`src/rtl/softsign_divider_if.sv`:
```
// Handshake bundle between the denominator stage and the softsign divider.
// The upstream side drives X/denom/start; the divider drives the result side.
interface softsign_divider_if;
  logic [31:0] X;
  logic [31:0] denom;
  logic        start;
  logic [31:0] Y;
  logic        done;
  logic        busy;
  logic        err;

  modport master (output X, denom, start, input  Y, done, busy, err);
  modport slave  (input  X, denom, start, output Y, done, busy, err);
endinterface

```
`src/rtl/softsign_divider.sv`:
```
// Softsign activation Y = X/(1+|X|) via a sequential restoring divider,
// one quotient bit per clock; result is signed Q(31-FRAC_BITS).FRAC_BITS.
module softsign_divider #(
  parameter int FRAC_BITS = 16
) (
  input  logic              CLOCK,
  input  logic              reset,
  softsign_divider_if.slave bus
);

  localparam int CW = $clog2(FRAC_BITS + 1);

  typedef enum logic [1:0] {IDLE, DIV, FIN} state_t;

  // Only the low 32 remainder bits feed the next shift, so bit 32 of the
  // nominal 33-bit remainder is never stored.
  typedef struct packed {
    logic                 sign;
    logic [31:0]          div;
    logic [31:0]          rem;
    logic [FRAC_BITS-1:0] q;
    logic [CW-1:0]        cnt;
  } dp_t;

  state_t      st, st_n;
  dp_t         dp, dp_n;
  logic [31:0] y_q, y_n;
  logic        done_q, done_n;
  logic        busy_q, busy_n;
  logic        err_q, err_n;

  logic [32:0]          t;
  logic [31:0]          diff;
  logic                 ge;
  logic [FRAC_BITS:0]   qs;
  logic [31:0]          mag;
  logic [31:0]          m;

  always_ff @(posedge CLOCK or negedge reset) begin
    if (!reset) begin
      st     <= IDLE;
      dp     <= '0;
      y_q    <= '0;
      done_q <= 1'b0;
      busy_q <= 1'b0;
      err_q  <= 1'b0;
    end else begin
      st     <= st_n;
      dp     <= dp_n;
      y_q    <= y_n;
      done_q <= done_n;
      busy_q <= busy_n;
      err_q  <= err_n;
    end
  end

  always_comb begin
    st_n   = st;
    dp_n   = dp;
    y_n    = y_q;
    done_n = 1'b0;
    busy_n = busy_q;
    err_n  = err_q;

    t    = {dp.rem, 1'b0};
    ge   = (t >= {1'b0, dp.div});
    // Low 32 bits of t-div are exact whenever ge holds for consistent inputs.
    diff = t[31:0] - dp.div;
    qs   = {dp.q, ge};
    mag  = bus.X[31] ? (~bus.X + 32'd1) : bus.X;
    m    = err_q ? {{(32-FRAC_BITS){1'b0}}, {FRAC_BITS{1'b1}}}
                 : {{(32-FRAC_BITS){1'b0}}, dp.q};

    case (st)
      IDLE: begin
        if (bus.start) begin
          dp_n.sign = bus.X[31];
          dp_n.div  = bus.denom;
          dp_n.rem  = mag;
          dp_n.q    = '0;
          dp_n.cnt  = CW'(FRAC_BITS);
          busy_n    = 1'b1;
          err_n     = (bus.denom == 32'd0);
          st_n      = DIV;
        end
      end
      DIV: begin
        dp_n.rem = ge ? diff : t[31:0];
        dp_n.q   = qs[FRAC_BITS-1:0];
        dp_n.cnt = dp.cnt - CW'(1);
        if (dp.cnt == CW'(1))
          st_n = FIN;
      end
      FIN: begin
        // m is zero when X is zero, so negation never yields -0.
        y_n    = dp.sign ? (~m + 32'd1) : m;
        done_n = 1'b1;
        busy_n = 1'b0;
        st_n   = IDLE;
      end
      default: st_n = IDLE;
    endcase
  end

  assign bus.Y    = y_q;
  assign bus.done = done_q;
  assign bus.busy = busy_q;
  assign bus.err  = err_q;

endmodule

```
`src/flat_wrapper.sv`:
```
// flat-port wrapper written by rule: the top's interface ports become plain ports
module softsign_divider_flat 
#(
  parameter int FRAC_BITS = 16
)
  (CLOCK, reset, bus_X, bus_denom, bus_start, bus_Y, bus_done, bus_busy, bus_err);
  softsign_divider_if bus_i ();
  input  logic CLOCK;
  input  logic reset;
  input wire logic [$bits(bus_i.X)-1:0] bus_X;
  input wire logic [$bits(bus_i.denom)-1:0] bus_denom;
  input wire logic [$bits(bus_i.start)-1:0] bus_start;
  output wire logic [$bits(bus_i.Y)-1:0] bus_Y;
  output wire logic [$bits(bus_i.done)-1:0] bus_done;
  output wire logic [$bits(bus_i.busy)-1:0] bus_busy;
  output wire logic [$bits(bus_i.err)-1:0] bus_err;
  assign bus_i.X = bus_X;
  assign bus_i.denom = bus_denom;
  assign bus_i.start = bus_start;
  assign bus_Y = bus_i.Y;
  assign bus_done = bus_i.done;
  assign bus_busy = bus_i.busy;
  assign bus_err = bus_i.err;
  softsign_divider #(.FRAC_BITS(FRAC_BITS)) u_core (.CLOCK(CLOCK), .reset(reset), .bus(bus_i));
endmodule
```
`config.mk`:
```
export PLATFORM = sky130hd
export DESIGN_NAME = softsign_divider_flat
export DESIGN_NICKNAME = d
export VERILOG_FILES = /design/src/rtl/softsign_divider_if.sv /design/src/rtl/softsign_divider.sv /design/src/flat_wrapper.sv
export SDC_FILE = /design/constraint.sdc
export NUM_CORES = 1
export LEC_CHECK = 0
export CORE_UTILIZATION = 50
export DETAILED_ROUTE_END_ITERATION = 8
export PLACE_DENSITY = 0.87
export SYNTH_ARGS = -nofsm -noshare
export SYNTH_HDL_FRONTEND = slang
export SYNTH_SLANG_ARGS = --single-unit
```
`constraint.sdc`:
```
create_clock -name CLOCK -period 2.7 [get_ports CLOCK]
set_input_delay 0.27 -clock CLOCK [delete_from_list [all_inputs] [get_ports CLOCK]]
set_output_delay 0.27 -clock CLOCK [all_outputs]
set_load 0.005 [all_outputs]
```
==> results of run 1 <==
[metrics by stage]
step	setup TNS (ns)	utilization, %	power, W
after floorplan	-0.1464	-	0.009803
after global placement	-8.581	67.20	0.01350
after detailed placement	-10.43	67.20	0.01386
after CTS	-1.328	73.29	0.01738
after global routing	-9.404	74.46	0.01968
final	-6.599	74.46	0.01854
[power groups by stage]
stage / clock (W) / sequential (W) / combinational (W)
final: 0.00243 / 0.00337 / 0.0127
after global routing: 0.00254 / 0.00346 / 0.0137
after CTS: 0.00244 / 0.00332 / 0.0116
after detailed placement: 0 / 0.00331 / 0.0105
after global placement: 0 / 0.00325 / 0.0103
after floorplan: 0 / 0.00320 / 0.00661
[cell type report]
| type | count | share of cell area [%] |
|---|---|---|
| clock buffers | 18 | 3.823 |
| clock inverters | 14 | 1.601 |
| inverters | 46 | 1.503 |
| multi-input cells | 743 | 43.20 |
| flip-flops and latches | 122 | 26.59 |
| well taps | 211 | 2.298 |
| repair buffers | 273 | 20.99 |
[worst max-delay path, delay by kind of cell, from the launching register on]
| family | cells | cell delay [ns] |
|---|---|---|
| AO/OA/AOI/OAI | 8 | 1.72 |
| flip-flops | 1 | 0.43 |
| buffers and inverters | 2 | 0.29 |
| adder cells (fa/ha/maj) | 1 | 0.27 |
| AND/OR/NAND/NOR | 1 | 0.16 |
[layer usage]
| metal | track usage [%] | share of wire (%) | wire length (um) |
|---|---|---|---|
| met1 | 37.97 | 40 | 10260 |
| met2 | 54.59 | 49 | 12520 |
| met3 | 7.277 | 7.4 | 1891 |
| met4 | 12.60 | 3.6 | 914 |
| met5 | 0 | 0 | 0 |
[cell families after synthesis]
family          Yosys count  synth area share, %
simple gates            328                18.78
compound gates          289                22.41
flops                   122                37.99
buf+inv                  98                4.780
xor+xnor                 61                6.649
fa+ha+maj                38                6.011
mux                      27                3.379
[repair_timing]
action,in CTS,in global routing
hold endpoints to repair,41,0
gates resized for setup,54,50
buffers inserted,9,4
pin swaps,27,12
cloned,2,0
hold buffers,1,0
endpoints found under the setup margin,45,48
[synth_stat cells (4+ instances only)]
cell type / instances / area share (%)
a221oi_1: 4 / 0.44
a211oi_1: 14 / 1.3
buf_4: 4 / 0.37
nand4_1: 7 / 0.54
inv_1: 46 / 2.1
o31a_1: 5 / 0.54
nor3_1: 12 / 0.75
nor2b_1: 10 / 0.78
o221ai_1: 5 / 0.54
nor2_1: 54 / 2.5
a22oi_1: 10 / 0.93
clkbuf_1: 44 / 2.1
or4_1: 7 / 0.65
nand2b_1: 11 / 0.86
o21bai_1: 4 / 0.37
nor4_1: 12 / 0.93
o31ai_1: 18 / 1.7
o21ai_0: 115 / 7.2
or3_4: 4 / 0.56
o22ai_1: 6 / 0.47
a21oi_1: 48 / 3.0
dfrtp_1: 122 / 38
nand2_1: 163 / 7.6
o211ai_1: 14 / 1.3
ha_1: 37 / 5.8
xnor2_1: 36 / 3.9
a21o_1: 15 / 1.4
o21a_1: 8 / 0.75
mux2i_1: 26 / 3.2
xor2_1: 25 / 2.7
and2_1: 6 / 0.47
or3_1: 10 / 0.78
nand3_1: 22 / 1.4
[sequential cells by signal, summed over array words and instances (netlist names)]
signal / count
u_core.bus.err: 1
u_core.bus.Y: 31
u_core.dp: 86
u_core.bus.busy: 1
u_core.bus.done: 1
u_core.st: 2
[how the worst min path moves through the flow]
stage | endpoint | slack, ns | cells past startpoint
3_5_place_dp | u_core.bus.Y[29] | 0.28 | 1
3_3_place_gp | u_core.bus.done | 0.28 | 1
6_report | u_core.bus.Y[29] | 0.41 | 2
2_1_floorplan | u_core.bus.Y[0] | -0.03 | 0
4_1_cts | u_core.bus.Y[25] | 0.41 | 2
5_1_grt | u_core.bus.Y[29] | 0.46 | 2
==> summary.md, run 1 <==
| Metric | Value |
|---|---|
| CP required | 3.01 ns |
| CP startpoint | u_core.dp[30] |
| Power per Cell Area | 1614 nW/um^2 |
| Critical path capture point | u_core.dp[52] |
| Reg2reg setup slack | -0.31 ns |
| Ports | 102 |
| Die height | 128.8 um |
| Number of synthesized flops with an enable pin | 0 |
| Inst Count DP | 1381 |
| Commonest non-fill, non-tap cell in the layout | nand2_1 |
| Starting Density | 52.08% |
| Slowest CP cell | dfrtp_1 |
| Seq pwr share | 18.2% |
| TritonCTS clock tree | built |
| Vias per cell | 5.983 |
| Core Region | 15430 um^2 |
| Number of port buffers | 101 |
| GRT Overall Usage | 31.55% |
| Clock power frac | 13.1% |
| Placed standard-cell area | 10370 um^2 |
| Final hold vios | 0 |
| Worst slew pin tran | 0.8758 ns |
| Unrepaired setup endpoints after global routing | true |
| Fill count | 1064 |
| Clk Latency, worst-skew pair | 0.44 ns |
| Outcome | finished with violations |
| Async SR Flop Fraction | 100.0% |
| Reg-to-Reg Start | u_core.dp[30] |
| Routability cong. | 0.9787 |
| Setup Skew | 0.01078 ns |
| P_sw | 0.008118 W |
| Wire per inst | 17.93 um |
| Area occupied by multi-input gates | 4962 um^2 |
| Final Setup Violations | 43 |
| Largest net degree at the start of global routing | 50 |
| DR pass1 iterations | 6 |
| DP Wirelength | 16.97 mm |
| Max Freq | 332.5 MHz |
| Vias in the first global route | 8436 |
| Syn avg cell area | 8.344 um^2 |
| CP peak stage delay | 0.43 ns |
| Rows | 45 |
| Crit path max fanout | 5 |
| Worst vdd ir | 0.7532 mV |
| Synth-to-layout area growth | 42.96% |
| CTS Buf Count | 17 |
| Hold slack | 0.4108 ns |
| Crit share post-route | 111.4% |
| Synth Warn # | 0 |
| Reg2reg end | u_core.dp[52] |
| Final WS setup | -0.3077 ns |
| Total number of vias | 8538 |
| Mapped Nets | 1068 |
| Fin area | 11490 um^2 |
| Antenna-violating nets left | 0 |
| Clk buf depth | 2 |
| Initial antenna violation count | 0 |
| Critical path cell sequence | ha_4, a211oi_2, o211ai_1, a211o_1, a211oi_4, o2111ai_2, nand2_2, a21oi_4, buf_4, buf_6, o32a_1, o31a_1 |
| Placement Setup Slack | -0.6912 ns |
| Leak | 5.136 nW |
| Crit path DAT | 3.32 ns |
| Setup Crit Path Kind | reg2reg |
| Failing checks | negative setup slack |
| Count of cell types in the netlist | 54 |
| Register Area | 3054 um^2 |
| Share of post-route cells with drive strength above 1 | 22.53% |
| Inserted Diodes | 0 |
| CP Capture Type | flop |
| Die area | 16580 um^2 |
| Crit path launch type | flop |
| Sink Count | 122 |
| # H-tree levels | 4 |
| Post-route insts no fill | 1427 |
| Sequential area share after synthesis | 37.99% |
| Combinational share of power | 68.7% |
| DRC viols | 0 |
| Max-Slew Margin vs Limit | 41.62% |
| CTS root buffer | clkbuf_16 |
| Synthesized instance count | 963 |
| HP Class | in2async |
| Max Cap Viol | 0 |
| Mapped Area | 8035 um^2 |
| Routed WL | 25.59 mm |
| Die Wd | 128.8 um |
| Slew Limit Fails | 0 |
| NumNets Final | 1308 |
| Initial DRC Count | 820 |
| Switching portion of total power | 43.79% |
| Fin crit period | 3.008 ns |
| Reg clk slew, reported paths | 0.07 ns |
| R2R depth | 12 |
| Synth Register Bits | 122 |
| Most frequent cells in the layout | nand2_1, buf_4, dfrtp_1 |
| First-pass GRT wire length | 40.74 mm |
| Main synth FF type | dfrtp_1 |
| Int Pwr | 0.01042 W |
| Total congestion overflow | 0 |
Power figures use the tool's default switching activity.
==> run 2: changes to the inputs <==
--- a/config.mk
+++ b/config.mk
@@ -5,9 +5,10 @@
 export SDC_FILE = /design/constraint.sdc
 export NUM_CORES = 1
 export LEC_CHECK = 0
+export ABC_AREA = 1
 export CORE_UTILIZATION = 50
 export DETAILED_ROUTE_END_ITERATION = 8
-export PLACE_DENSITY = 0.87
+export PLACE_DENSITY = 0.86
 export SYNTH_ARGS = -nofsm -noshare
 export SYNTH_HDL_FRONTEND = slang
 export SYNTH_SLANG_ARGS = --single-unit
==> run 2 against run 1 <==
Compared with the run above:
- the flow now finishes without violations
- highest routed layer unchanged
- global-route usage barely moved
- register-to-register slack improved by 0.47 ns
- clock skew rose by 0.0010 ns
- clock power fell by 3%
- combinational power fell by 15%
- sequential power fell by 2%
- cell count rose by 21%
- area after synthesis rose by 13%
- power fell by 11%
- die area rose by 13%
- largest cell class unchanged
- hold slack got worse by 0.065 ns
- count of clock-buffer cells in the layout fell by 1
==> summary.md, run 2 <==
| Metric | Value |
|---|---|
| Syn avg cell area | 6.575 um^2 |
| Clk buf depth | 2 |
| Reg-to-Reg Start | u_core.dp[36] |
| Area leader, netlist | dfrtp_1 |
| CP startpoint | u_core.dp[36] |
| Worst vdd ir | 0.7541 mV |
| Most frequent cells in the layout | nand2_1, inv_1, dfrtp_1 |
| Ports | 102 |
| Mapped Nets | 1483 |
| Post-synth top cells | nand2_1, inv_1, dfrtp_1 |
| CP required | 3.05 ns |
| CTS Buf Count | 17 |
| Max reg flops | 86 |
| Crit path max fanout | 11 |
| Initial DRC Count | 936 |
| HP Class | in2async |
| Total congestion overflow | 0 |
| Ranking of synthesized cells by area | dfrtp_1, nand2_1, inv_1, ha_1, nor2_1 |
| Die Wd | 136.6 um |
| Reg2reg setup slack | 0.17 ns |
| Synthesized instance count | 1378 |
| CP Capture Type | flop |
| NumNets Final | 1596 |
| Async SR Flop Fraction | 100.0% |
| Final hold vios | 0 |
| Rows | 48 |
| Final WS setup | 0.1667 ns |
| Number of port buffers | 101 |
| Top-count cell post-synth | nand2_1 |
| Setup Skew | 0.01178 ns |
| Setup Crit Path Kind | reg2reg |
| Fin crit period | 2.533 ns |
| Unrepaired setup endpoints after global routing | false |
| Largest net degree at the start of global routing | 50 |
| Fin area | 11030 um^2 |
| Register Area | 3054 um^2 |
| Reg2reg end | u_core.dp[51] |
| Placed standard-cell area | 10420 um^2 |
| Crit path DAT | 2.88 ns |
| Wire per inst | 16.25 um |
| Sequential area share after synthesis | 33.70% |
| Die area | 18660 um^2 |
| Critical path capture point | u_core.dp[51] |
| R2R depth | 15 |
| Placement Setup Slack | 0.2464 ns |
| Max Cap Viol | 0 |
| Share of Yosys cell area claimed by the top area cell type | 33.70% |
| First-pass GRT wire length | 44.89 mm |
| Commonest non-fill, non-tap cell in the layout | nand2_1 |
| Main synth FF type | dfrtp_1 |
| DR pass1 iterations | 6 |
| DP Wirelength | 21.62 mm |
| Core Region | 17480 um^2 |
| Inserted Diodes | 0 |
| Synth Register Bits | 122 |
| Seq pwr share | 20.1% |
| Vias in the first global route | 8937 |
| Routability cong. | 0.9769 |
| Final Setup Violations | 0 |
| Clk Latency, worst-skew pair | 0.43 ns |
| Fill count | 1553 |
| Max-Slew Margin vs Limit | 17.42% |
| Fin Setup TNS | 0 ns |
| Worst slew pin tran | 1.237 ns |
| Slew Limit Fails | 0 |
| Reg clk slew, reported paths | 0.07 ns |
| Crit share post-route | 93.82% |
| Power per Cell Area | 1491 nW/um^2 |
| Mapped Area | 9060 um^2 |
| Setup Buffers After CTS | 0 |
| Starting Density | 51.84% |
| Total number of vias | 9400 |
| Clock power frac | 14.3% |
| Int Pwr | 0.007965 W |
| Synth-to-layout area growth | 21.70% |
| Crit path launch type | flop |
| Outcome | complete, no violations |
| Number of synthesized flops with an enable pin | 0 |
| P_sw | 0.008472 W |
| CTS root buffer | clkbuf_16 |
| Switching portion of total power | 51.54% |
| Count of cell types in the netlist | 51 |
| Routed WL | 28.09 mm |
| Antenna-violating nets left | 0 |
| Max Freq | 394.7 MHz |
| GRT Overall Usage | 31.56% |
| Largest register by flop count | u_core.dp |
| DRC viols | 0 |
| Leak | 5.802 nW |
| Share of post-route cells with drive strength above 1 | 8.045% |
| Die height | 136.6 um |
| Vias per cell | 5.437 |
| TritonCTS clock tree | built |
| # H-tree levels | 4 |
| Sink Count | 122 |
| Synth Warn # | 0 |
| Area occupied by multi-input gates | 4980 um^2 |
| Initial antenna violation count | 0 |
| Combinational share of power | 65.6% |
-- run 2: changes by cell type after synthesis, sizes merged, moves of 14 or more --
cell,before,now
mux2i,26,1
nand2,163,466
o31ai,19,0
nor2,54,130
o21ai,115,93
clkbuf,44,24
a21o,15,0
nand3,22,89
or3,14,0
xnor2,36,14
inv,46,221
a211oi,14,0
-- run 2: per-layer routing --
metal	vias to the layer above	routed length, um	GRT usage (%)
met4	0	674	11.36
met2	390	12580	48.96
met5	-	0	0
li1	4575	-	-
met1	4384	12270	42.72
met3	51	2566	7.407
-- run 2: worst min-delay path by stage --
stage / end / slack [ns] / cells past startpoint / from
after global placement: u_core.dp[60] / 0.27 / 1 / reset
after CTS: u_core.dp[60] / 0.35 / 2 / reset
final: u_core.dp[60] / 0.35 / 2 / reset
after global routing: u_core.dp[60] / 0.38 / 2 / reset
after floorplan: u_core.bus.Y[0] / -0.03 / 0 / reset
after detailed placement: u_core.dp[27] / 0.26 / 1 / reset
-- run 2: cell type report --
cell class                      count  area share [%]
Clock inverter                     15           1.555
Inverter                          223           7.592
Tap cell                          225           2.553
Clock buffer                       17           3.858
Multi-Input combinational cell    994           45.17
Timing Repair Buffer              133           11.58
Sequential cell                   122           27.70
-- run 2: power by group through the flow --
stage | sequential (W) | clock, W | combinational [W]
after global routing | 0.00339 | 0.00244 | 0.0119
after global placement | 0.00327 | 0 | 0.0103
after CTS | 0.00329 | 0.00236 | 0.0106
after detailed placement | 0.00330 | 0 | 0.0104
final | 0.00331 | 0.00235 | 0.0108
after floorplan | 0.00311 | 0 | 0.00751
-- run 2: logic make-up (layout without fill, tap and decap cells) --
family / after synthesis / count (layout) / share of synthesized area, %
compound gates: 182 / 182 / 11.60
xor+xnor: 33 / 33 / 3.190
fa+ha+maj: 38 / 38 / 5.331
buf+inv: 262 / 388 / 11.37
flops: 122 / 122 / 33.70
mux: 1 / 1 / 0.1105
simple gates: 740 / 740 / 34.71
-- run 2: stage by stage --
step | std cells | total power, W | util, % | hold WS, ns
floorplan | 1378 | 0.01062 | - | -0.02559
global placement | 1696 | 0.01355 | 59.59 | 0.2681
detailed placement | 1696 | 0.01375 | 59.59 | 0.2593
CTS | 1729 | 0.01621 | 63.07 | 0.3453
global route | 1729 | 0.01777 | 63.09 | 0.3835
finish | 1729 | 0.01644 | 63.09 | 0.3458
-- run 2: critical path, stage by stage (launching register included) --
cell and delay [ns]:
dfrtp_1 0.46, ha_2 0.40, nand2_1 0.11, nor2_1 0.25
buf_4 0.16, nand2_1 0.04, inv_1 0.07, nand2_1 0.07
nand2_2 0.11, nand2_4 0.06, nand2_4 0.16, buf_4 0.18
nand2_1 0.08, nand2_1 0.08, nand2_1 0.08, a21oi_1 0.14
-- run 2: repair_timing --
| item | CTS | global route |
|---|---|---|
| hold endpoints to repair | 31 | 0 |
| gates resized for setup | 0 | 2 |
| endpoints found under the setup margin | 0 | 2 |
| hold buffers | 1 | 0 |
==> run 3: changes to the inputs <==
==> constraint.sdc (replaced) <==
create_clock -name CLOCK -period 2.7 [get_ports CLOCK]
set_input_delay 0.27 -clock CLOCK [delete_from_list [all_inputs] [get_ports CLOCK]]
set_output_delay 0.27 -clock CLOCK [all_outputs]
set_load 0.05 [all_outputs]
==> results of run 3 <==
The final DEF is identical to that of run 2. Status: complete, no violations.
Among the figures that moved: total power 0.01644 W -> 0.01702 W; worst IR drop on VDD 0.7541 mV -> 0.7651 mV
